### src/rtl/conv_3_acc_round_sat.sv
// conv_3 accumulator: sums KERNEL_LEN signed products per window on top of a
// bias seed. The sum is rounded half up, arithmetic-shifted by SHIFT and
// saturated to OUT_WIDTH. Both sides use a valid/ready handshake, and the
// result is held in a single output register.
// Optional feature macro: CONV_3_ACC_RELU_EN. When it is defined, negative
// saturated results are forced to zero.
module conv_3_acc_round_sat #(
  parameter int unsigned IN_WIDTH   = 24,
  parameter int unsigned ACC_WIDTH  = 32,
  parameter int unsigned OUT_WIDTH  = 16,
  parameter int unsigned KERNEL_LEN = 9,
  parameter int unsigned SHIFT      = 8
) (
  input  logic                 ap_clk,
  input  logic                 ap_rst,
  input  logic [OUT_WIDTH-1:0] bias,
  input  logic [IN_WIDTH-1:0]  in_data,
  input  logic                 in_valid,
  output logic                 in_ready,
  output logic [OUT_WIDTH-1:0] out_data,
  output logic                 out_valid,
  input  logic                 out_ready,
  output logic                 sat_flag,
  output logic                 busy
);

  localparam int unsigned CNT_WIDTH = (KERNEL_LEN > 1) ? $clog2(KERNEL_LEN) : 1;
  localparam int unsigned RND_WIDTH = ACC_WIDTH + 1;
  localparam logic [CNT_WIDTH-1:0] CNT_LAST = CNT_WIDTH'(KERNEL_LEN - 1);
  localparam logic signed [OUT_WIDTH-1:0] OUT_MAX = {1'b0, {(OUT_WIDTH-1){1'b1}}};
  localparam logic signed [OUT_WIDTH-1:0] OUT_MIN = {1'b1, {(OUT_WIDTH-1){1'b0}}};
  localparam logic signed [RND_WIDTH-1:0] RND_MAX = RND_WIDTH'(OUT_MAX);
  localparam logic signed [RND_WIDTH-1:0] RND_MIN = RND_WIDTH'(OUT_MIN);
  localparam logic signed [RND_WIDTH-1:0] RND_HALF = RND_WIDTH'(1) <<< (SHIFT - 1);

  typedef enum logic [1:0] {
    ACC  = 2'd0,
    RES  = 2'd1,
    HOLD = 2'd2
  } state_t;

  state_t                        state, state_nxt;
  logic [CNT_WIDTH-1:0]          cnt, cnt_nxt;
  logic signed [ACC_WIDTH-1:0]   acc, acc_nxt;
  logic [OUT_WIDTH-1:0]          out_data_nxt;
  logic                          out_valid_nxt;
  logic                          sat_flag_nxt;
  logic                          in_ready_nxt;
  logic                          busy_nxt;

  logic signed [ACC_WIDTH-1:0]   data_ext;
  logic signed [ACC_WIDTH-1:0]   bias_seed;
  logic signed [RND_WIDTH-1:0]   rnd_sum;
  logic signed [RND_WIDTH-1:0]   r_full;
  logic                          sat_hi;
  logic                          sat_lo;
  logic signed [OUT_WIDTH-1:0]   sat_val;
  logic signed [OUT_WIDTH-1:0]   res_val;

  // Operand extension, rounding, and clamping of the finished accumulator.
  // The rounding sum is one bit wider than the accumulator, so adding the
  // half-LSB constant cannot wrap.
  always_comb begin
    data_ext  = ACC_WIDTH'($signed(in_data));
    bias_seed = ACC_WIDTH'($signed(bias)) <<< SHIFT;
    rnd_sum   = RND_WIDTH'(acc) + RND_HALF;
    r_full    = rnd_sum >>> SHIFT;
    sat_hi    = (r_full > RND_MAX);
    sat_lo    = (r_full < RND_MIN);
    if (sat_hi) begin
      sat_val = OUT_MAX;
    end else if (sat_lo) begin
      sat_val = OUT_MIN;
    end else begin
      sat_val = OUT_WIDTH'(r_full);
    end
`ifdef CONV_3_ACC_RELU_EN
    res_val = sat_val[OUT_WIDTH-1] ? '0 : sat_val;
`else
    res_val = sat_val;
`endif
  end

  // Next-state logic and next values for all registers.
  always_comb begin
    state_nxt     = state;
    cnt_nxt       = cnt;
    acc_nxt       = acc;
    out_data_nxt  = out_data;
    out_valid_nxt = out_valid;
    sat_flag_nxt  = sat_flag;
    case (state)
      ACC: begin
        if (in_valid) begin
          acc_nxt = ((cnt == '0) ? bias_seed : acc) + data_ext;
          if (cnt == CNT_LAST) begin
            cnt_nxt   = '0;
            state_nxt = RES;
          end else begin
            cnt_nxt = cnt + CNT_WIDTH'(1);
          end
        end
      end
      RES: begin
        out_data_nxt  = res_val;
        out_valid_nxt = 1'b1;
        if (sat_hi || sat_lo) begin
          sat_flag_nxt = 1'b1;
        end
        state_nxt = HOLD;
      end
      HOLD: begin
        if (out_ready) begin
          out_valid_nxt = 1'b0;
          state_nxt     = ACC;
        end
      end
      default: begin
        state_nxt = ACC;
      end
    endcase
    in_ready_nxt = (state_nxt == ACC);
    busy_nxt     = (cnt_nxt != '0) || (state_nxt != ACC);
  end

  // State and output registers. A reset discards any partial window.
  always_ff @(posedge ap_clk or posedge ap_rst) begin
    if (ap_rst) begin
      state     <= ACC;
      cnt       <= '0;
      acc       <= '0;
      out_data  <= '0;
      out_valid <= 1'b0;
      sat_flag  <= 1'b0;
      in_ready  <= 1'b1;
      busy      <= 1'b0;
    end else begin
      state     <= state_nxt;
      cnt       <= cnt_nxt;
      acc       <= acc_nxt;
      out_data  <= out_data_nxt;
      out_valid <= out_valid_nxt;
      sat_flag  <= sat_flag_nxt;
      in_ready  <= in_ready_nxt;
      busy      <= busy_nxt;
    end
  end

endmodule

### config.mk
export PLATFORM = sky130hd
export DESIGN_NAME = conv_3_acc_round_sat
export DESIGN_NICKNAME = d
export VERILOG_FILES = /design/src/rtl/conv_3_acc_round_sat.sv
export SDC_FILE = /design/constraint.sdc
export NUM_CORES = 1
export LEC_CHECK = 0
export BUFFER_PORTS_ARGS = -buffer_cell sky130_fd_sc_hd__buf_4
export CORE_MARGIN = 10
export CORE_UTILIZATION = 50
export CTS_BUF_LIST = sky130_fd_sc_hd__clkbuf_8
export CTS_CLUSTER_SIZE = 20
export DETAILED_ROUTE_END_ITERATION = 8
export MAX_ROUTING_LAYER = met4
export PLACE_DENSITY = 0.81
export SYNTH_ARGS = -nofsm -noshare
export SYNTH_HDL_FRONTEND = slang
export SYNTH_SLANG_ARGS = --single-unit
### constraint.sdc
create_clock -name ap_clk -period 8.1 [get_ports ap_clk]
set_clock_uncertainty 0.15 [all_clocks]
set_input_delay 1.62 -clock ap_clk [delete_from_list [all_inputs] [get_ports ap_clk]]
set_output_delay 1.62 -clock ap_clk [all_outputs]
set_load 0.01 [all_outputs]
==> out/results.txt <==
Post-Place Cells: 730
CORE AREA: 9150 µm²
routing usage on met3: 3.29%
Reg2Reg Depth: 16
Core Util, Final: 58.2%
post-CTS resize count: 0
area grow syn2layout: 14.9%
vias per cell: 5.75
row count: 35
Seq/Total Area, Yosys: 31.4%
Critical Path Sink: acc[27]
fill cell count: 811
post-DR wirelength/cell: 15.9 µm
post-layout net count: 709
GR Overflow Total: 0
drt total wl: 11.9 mm
pwr dens: 435 nW/µm²
met2 GRT Util: 28.1%
syn avg cell area: 8.00 µm²
RSZ-0062 raised after global routing: no
die area: 13500 µm²
Pre-antenna DRT Iters: 5
setup slack, reg-to-reg: 3460 ps
gr busiest metal: met2
RR Endpoint: acc[27]
number of synthesized flops with an enable pin: 0
status: complete, no violations
port buffer count: 63
synthesized area: 4630 µm²
largest cells by area after synthesis: dfrtp_1 31%, nand2_1 9.8%, ha_1 9.2%
Initial Utilization: 50.6%
Final Wtd Congestion: 0.915
Rel. slew slack: 28.8%
DP Worst Slack: 3270 ps
Die X-Extent: 116 µm
post-DP HPWL: 9.12 mm
Worst EP required: 8150 ps
Commonest cells post-synth: 121 x nand2_1, 57 x dfrtp_1, 55 x o21ai_0, 36 x a21oi_1, 34 x ha_1
synthesized instance count: 579
via count of the first global-routing pass: 4191
Antenna Nets Post-Route: 0
setup_tns: 0 ps
Yosys Warn Count: 0
antenna violations before repair: 0
period utilization: 57.3%
final setup vio count: 0
antenna cells: 0
final cell count without fillers: 746
P_leak: 0.00251 µW
met1 Resource Use GR: 24.9%
share of layout cells above drive strength 1: 14.2%
launch point of the worst path: cnt[0]
first-pass GRT wire length: 20.0 mm
# Max-Cap Violations: 0
share of the synthesized area in the top cell type: 30.8%
Skew-Pair Late Insertion Delay: 340 ps
crit path kind: reg -> reg
reg2reg start: cnt[0]
Tightest Hold Check Type: reg -> reg
crit-path cells: inv_1 > ha_1 > nand3b_1 > nand2_1 > nand2_1 > ha_1 > a21o_1 > a211o_1 > o21a_1 > o21a_1 > a311oi_1 > o31a_1 > o21bai_1 > a21oi_1 > xor2_1 > o21ai_0
setup ws final: 3460 ps
CTS clock-pin slew for the worst setup and hold paths: 70 ps
clock sinks: 58
slowest cell on the critical path: nand3b_1
CTS tree: built
maximum vdd drop: 0.000194 V
I/O pins: 64
fmax: 0.215 GHz
CP Launch Type: flip-flop
die height: 116 µm
root buf cell: clkbuf_8
Vias: 4291
critical path arrival: 4690 ps
# DRC: 0
TritonCTS Buffers: 9
minimum clock period: 4640 ps
Crit. End Element: flip-flop
H-tree Lvls: 3
Async SR Flop Fraction: 100%
Max Slew Vio Count: 0
Tot GR Track Use: 18.6%
Synth Net Count: 658
Yosys reg bits: 58
Yosys top cell by area: dfrtp_1
initial DRC count: 274
maximum clock insertion buffer count: 2
Yosys cell types: 56
post-CTS setup buffer count: 0
Worst path max stage delay: 740 ps
most common cell in the synthesized netlist: nand2_1
Final Hold Fails: 0
Post-CTS Hold Fix Bufs: 0
largest net degree at the start of global routing: 62
prevailing post-synth register cell: dfrtp_1
Worst Path Max Fanout: 24
Slew @ Worst Pin: 1070 ps
-- worst max-delay path, delay by kind of cell (launching register included) --
kind	cells	cell delay (ps)
fa+ha+maj	2	560
flops	1	400
simple gates	3	1100
compound gates	9	2020
buf+inv	1	110
xor+xnor	1	180
-- cell usage in the layout, fill, tap and decap left out, types with 6 or more instances in the layout --
cell type	synthesis	final
o21ai_0	55	55
a21o_1	18	18
nor2_1	21	21
inv_1	22	22
nand4_1	9	9
ha_1	34	34
xor2_1	23	23
and3_1	6	6
xnor2_1	19	19
clkbuf_8	0	11
buf_4	3	66
a21oi_1	36	36
o21bai_1	9	9
nand3_1	18	18
nor3_1	6	6
nand2_1	121	121
nor2b_1	14	14
dfrtp_1	57	57
o311ai_0	14	14
-- stage by stage --
step | hold WS, ps | cell area (µm²) | power (µW)
after floorplan | 288 | 4630 | 1680
after global placement | 306 | 5140 | 2000
after detailed placement | 314 | 5140 | 2050
after CTS | 333 | 5330 | 2310
after global routing | 355 | 5330 | 2550
final | 325 | 5330 | 2310
-- registers in the layout, indices dropped and copies added (netlist names) --
register / flops
out_valid: 1
state: 2
cnt: 4
sat_flag: 1
in_ready: 1
busy: 1
acc: 32
out_data: 16
-- cell families after synthesis --
family                     count (synthesis)  synth area share (%)
and+or+nand+nor                          219                  21.8
AOI/OAI and AO/OA                        176                  24.5
DFF                                       58                  31.4
buffers and inverters                     48                  4.59
xor gates and xnor gates                  42                  7.94
adders and majority gates                 35                  9.61
muxes                                      1                 0.243
-- worst min-delay path by stage --
| stage | slack [ps] | to | start | depth (start not counted) |
|---|---|---|---|---|
| 3_5_place_dp | 310 | acc[0] | acc[0] | 2 |
| 3_3_place_gp | 310 | acc[5] | acc[5] | 2 |
| 5_1_grt | 360 | acc[3] | acc[3] | 2 |
| 4_1_cts | 330 | acc[6] | acc[6] | 2 |
| 6_report | 320 | acc[6] | acc[6] | 2 |
| 2_1_floorplan | 290 | acc[0] | acc[0] | 2 |
-- final cells by class --
cell class / instances / area [µm²] / share of cell area, %
clock buffer: 11 / 151 / 2.84
inverter: 22 / 82.6 / 1.55
multi-input combinational: 473 / 2970 / 55.8
tap: 111 / 139 / 2.61
sequential: 58 / 1450 / 27.3
clock inverter: 5 / 31.3 / 0.587
timing repair buffer: 66 / 495 / 9.30
-- report_power, final --
part	internal, µW	switching (µW)
clock	126	118
combinational	642	835
sequential	433	160
total	1200	1110
-- layer usage --
metal  wire [µm]  up-vias
met4         183        0
li1            -     2159
met1        5700     1982
met2        5280      135
met3         726       15
met5           0        -
(Power assumes the default switching activity.)
